File: src/rtl/pc_stack.sv
// Program counter with a hardware return-address stack for the RISC fetch path.
// Latency: one cycle, registered outputs; en=0 stalls everything (no backpressure).
module pc_stack #(
    parameter int AW         = 5,
    parameter int DEPTH      = 4,
    parameter int RESET_ADDR = 0
) (
    input  logic                       pclk,
    input  logic                       rst,
    input  logic                       en,
    input  logic                       ldpc,
    input  logic                       skip,
    input  logic                       call,
    input  logic                       ret,
    input  logic [AW-1:0]              adir,
    output logic [AW-1:0]              adpc,
    output logic [$clog2(DEPTH+1)-1:0] sp,
    output logic                       stk_full,
    output logic                       stk_empty,
    output logic                       stk_ovf,
    output logic                       stk_unf
);

    localparam int SPW = $clog2(DEPTH+1);
    localparam int IW  = (DEPTH > 1) ? $clog2(DEPTH) : 1;

    logic [AW-1:0]  pc_q, pc_d;
    logic [SPW-1:0] sp_q, sp_d;
    logic           ovf_q, ovf_d;
    logic           unf_q, unf_d;
    logic           push;
    logic [AW-1:0]  stack_q [DEPTH];
    logic [IW-1:0]  wr_idx, rd_idx;
    logic           full, empty;
    logic [AW-1:0]  pc_inc;

    assign full   = (sp_q == SPW'(DEPTH));
    assign empty  = (sp_q == '0);
    assign pc_inc = pc_q + AW'(1);
    assign wr_idx = IW'(sp_q);
    assign rd_idx = IW'(sp_q - SPW'(1));

    // One action per enabled cycle, priority ret > call > ldpc > skip > increment.
    always_comb begin
        pc_d  = pc_q;
        sp_d  = sp_q;
        ovf_d = ovf_q;
        unf_d = unf_q;
        push  = 1'b0;
        if (en) begin
            if (ret) begin
                if (!empty) begin
                    pc_d = stack_q[rd_idx];
                    sp_d = sp_q - SPW'(1);
                end else begin
                    unf_d = 1'b1;
                    pc_d  = pc_inc;
                end
            end else if (call) begin
                // The jump is taken even when the push has to be dropped.
                pc_d = adir;
                if (!full) begin
                    push = 1'b1;
                    sp_d = sp_q + SPW'(1);
                end else begin
                    ovf_d = 1'b1;
                end
            end else if (ldpc) begin
                pc_d = adir;
            end else if (skip) begin
                pc_d = pc_q + AW'(2);
            end else begin
                pc_d = pc_inc;
            end
        end
    end

    always_ff @(posedge pclk) begin
        if (!rst) begin
            pc_q  <= AW'(RESET_ADDR);
            sp_q  <= '0;
            ovf_q <= 1'b0;
            unf_q <= 1'b0;
        end else begin
            pc_q  <= pc_d;
            sp_q  <= sp_d;
            ovf_q <= ovf_d;
            unf_q <= unf_d;
        end
    end

    // Stack storage is deliberately left out of reset; sp alone defines validity.
    always_ff @(posedge pclk) begin
        if (rst && push) begin
            stack_q[wr_idx] <= pc_inc;
        end
    end

    assign adpc      = pc_q;
    assign sp        = sp_q;
    assign stk_full  = full;
    assign stk_empty = empty;
    assign stk_ovf   = ovf_q;
    assign stk_unf   = unf_q;

endmodule
File: config.mk
export PLATFORM = sky130hd
export DESIGN_NAME = pc_stack
export DESIGN_NICKNAME = d
export VERILOG_FILES = /design/src/rtl/pc_stack.sv
export SDC_FILE = /design/constraint.sdc
export NUM_CORES = 1
export LEC_CHECK = 0
export CAP_MARGIN = 20
export CORE_MARGIN = 1.5
export CORE_UTILIZATION = 53
export CTS_CLUSTER_SIZE = 25
export DETAILED_ROUTE_END_ITERATION = 10
export GPL_TIMING_DRIVEN = 0
export HOLD_SLACK_MARGIN = 0.15
export PLACE_DENSITY = 0.79
export SLEW_MARGIN = 20
export SYNTH_ARGS = -nofsm -noshare
export SYNTH_HDL_FRONTEND = slang
export SYNTH_SLANG_ARGS = --single-unit
File: constraint.sdc
create_clock -name pclk -period 2.6 [get_ports pclk]
set_clock_uncertainty 0.15 [all_clocks]
set_input_delay 0.52 -clock pclk [delete_from_list [all_inputs] [get_ports pclk]]
set_output_delay 0.52 -clock pclk [all_outputs]
set_load 0.05 [all_outputs]
==> impl_results.md <==
- Outcome: completed
- Post-synthesis sequential element count: 30
- DIE AREA: approximately 3300 µm²
- Max Cap Viol: 0
- Relative slew margins: around 64%
- Sequential fraction of the synthesis area: 51.1%
- Pleak: 0.711 nW
- Overflow after GRT: 0
- Area growth from synthesis to layout: 21.6%
- Initial DRC count: 35
- RSZ-0062 raised after global routing: false
- Crit. End Element: output port
- Uppermost layer routed: met4
- Critical Path RT: 1.93 ns
- Slew of the pin with the lowest slew margin: 0.533 ns
- CP Max Fanout: 7
- Power per cell area: 618 nW/µm²
- Final Critical Period: 2.46 ns
- Mux contribution to synthesized area: 10.1%
- Synth Instances: 131
- WHS Endpoint: stk_ovf
- Die height: 57.4 µm
- Simple-gate area share of the yosys netlist: 12.3%
- Final cell utilization of the core: 68.6%
- Final hold violations: 0
- Clock sinks: 30
- Hold Startpoint: stk_ovf
- Place WS: -0.0924 ns
- Peak supply drop: 0.520 mV
- Number of global-route vias before repair: 1,179
- Post-synth top flop: edfxtp_1
- Worst Reg-to-Reg Cells: 8
- Final Instance Count excl. Fillers: 193
- 1st-pass router iterations: 4
- Detailed-route wire length: about 3300 µm
- Final #Nets: 180
- DRT antenna net count: 0
- Synth Area in Compound Gates: 13.3%
- Tcrit/Tclk final: between 90% and 100%
- Rows: 19
- DP Wirelength: 2380 µm
- Crit-path most repeated cell: inv_1
- Met1 WL: about 1400 µm
- CP Cell Sequence: buf_6 > inv_1 > ha_2 > nand2_1 > inv_1 > clkdlybuf4s15_2
- Reg2reg end: adpc[4]
- DR DRC count: 0
- CTS HTree Levels: 2
- Port buffer count: 23
- PnR worst setup slack: 0.145 ns
- Largest net degree at the start of global routing: 11
- Crit-path max cell delay: 0.37 ns
- Vias: 1,165
- Setup TNS: 0 ns
- R2r setup slk: 0.18 ns
- Hold slack: 0.328 ns
- Initial Utilization: 56.4%
- Initial antenna violation count: 0
- IO Pins: 24
- Syn Nets: 150
- Metal2 WL: about 1700 µm
- Hold Crit Class: reg2reg
- Crit Path Class: reg2out
- CP arrival: 1.79 ns
- Max Freq: 407 MHz
- # hold bufs at CTS: 0
- GRT Resource Usage Total: 23.2%
- CTS Buf Count: 5
- Met3 WL: 146 µm
- Vias/cell: 6.04
- Post-route cell area: 1910 µm²
- Max clock buf depth: 2
- Synth cell types: just over 40
- Post-CTS Repair Setup Buffers: 0
- CORE AREA: 2780 µm²
- Largest family of logic cells by synthesized area: compound AO/OA/AOI/OAI gates
- Synthesized area: 1570 µm²
- TritonCTS clock tree: done
- Final setup fails: 0
- Worst skew pair latency: 0.33 ns
- Crit-path slowest cell: clkdlybuf4s15_2
- Commonest non-fill, non-tap cells in the layout: clkdlybuf4s50_1 (21), edfxtp_1 (20), dfxtp_1 (10), inv_1 (8), nand2_1 (7)
- Syn_area_per_cell: 12.0 µm²
- Wire length per cell: between 15 and 20 µm
- Die width: 57.4 µm
- Async S/R FF share, synth: 0%
- Worst hold path cell count: 1
- Placed cells: 185
- Worst r2r src: sp[0]
- First-pass GRT wire length: 5510 µm
- Xor/xnor cell area share of the yosys netlist: under 10%
- Clock root buffer master: clkbuf_4
- Synth warn: 0
- Antenna cells: 0
- Adder and majority gate portion of the synthesized area: 5.59%
- EDFF count, synth: 20
- GPL Wtd Cong: 0.734
- Overall power: 1.18 mW
- CP Launch Type: register
- Most common cell after layout, fill and taps aside: clkdlybuf4s50_1
- Clk slew on worst S/H paths: 0.10 ns
- Fin. max-slew vios: 0
- Dpl cell area: approximately 1800 µm²
- Layout cells sized above 1: a little under an eighth
[synth_stat cells (2+ instances only)]
cell	count	area, µm²
a211oi_1	3	22.5
a21boi_0	2	15.0
a21oi_1	4	20.0
a31oi_1	3	18.8
and2_1	5	31.3
and3_1	2	12.5
buf_2	2	10.0
clkbuf_1	3	11.3
dfxtp_1	10	200
edfxtp_1	20	601
ha_1	7	87.6
inv_1	8	30.0
mux2i_1	2	20.0
mux4_1	4	105
nand2_1	7	26.3
nand2b_1	2	12.5
nand3_1	3	15.0
nand3b_1	5	37.5
nor2_1	4	15.0
nor2b_1	3	18.8
o211ai_1	2	15.0
o21ai_0	6	30.0
o31ai_1	2	15.0
xnor2_1	3	26.3
xor2_1	3	26.3
[where the power goes]
group,switching (mW),total [mW],internal [mW]
clock network,0.169,0.299,0.130
logic,0.193,0.324,0.131
registers,0.0218,0.555,0.533
[worst max path at each step]
stage / slack (ns) / to / depth (start not counted) / from
after CTS: 0.0003 / stk_empty / 6 / sp[0]
after detailed placement: -0.09 / stk_empty / 6 / sp[0]
after floorplan: 0.006 / stack_q[0][0] / 7 / sp[0]
after global placement: -0.06 / stk_empty / 6 / sp[0]
after global routing: 0.02 / adpc[4] / 8 / sp[0]
final: 0.14 / stk_full / 6 / sp[0]
[cell families after synthesis]
logic type | Yosys count
AO/OA/AOI/OAI | 30
AND/OR/NAND/NOR | 35
XOR/XNOR | 6
flip-flops | 30
buffers and inverters | 15
adder cells (fa/ha/maj) | 7
multiplexers | 8
[repair_timing]
item / in CTS / in global routing
endpoints found under the hold margin: 0 / 0
cloned: 0 / 0
setup endpoints to repair: 2 / 2
gates resized for setup: 7 / 3
[flip-flops by register name, summed over array words and instances (netlist names)]
register	cells
sp	3
stk_unf	1
adpc	5
stack_q	20
stk_ovf	1
[layer usage]
layer	vias up	track usage, %
met5	-	0
met4	0	12.3
met3	6	6.35
met2	37	37.3
met1	575	28.6
li1	547	-
[critical path: cells and delay by family (launching register included)]
kind          cells  cell delay [ns]
fa+ha+maj         1             0.27
buf+inv           4             0.73
flops             1             0.36
simple gates      1             0.09
[area by class of cell]
| type | count | area (µm²) |
|---|---|---|
| sequential | 30 | 801 |
| clock inverter | 2 | 12.5 |
| inverter | 8 | 30.0 |
| buffer | 7 | 36.3 |
| tap | 31 | 38.8 |
| fill | 216 | 875 |
| multi-input combinational | 86 | 711 |
| timing repair buffer | 23 | 226 |
| clock buffer | 6 | 51.3 |
(Power assumes the default switching activity.)
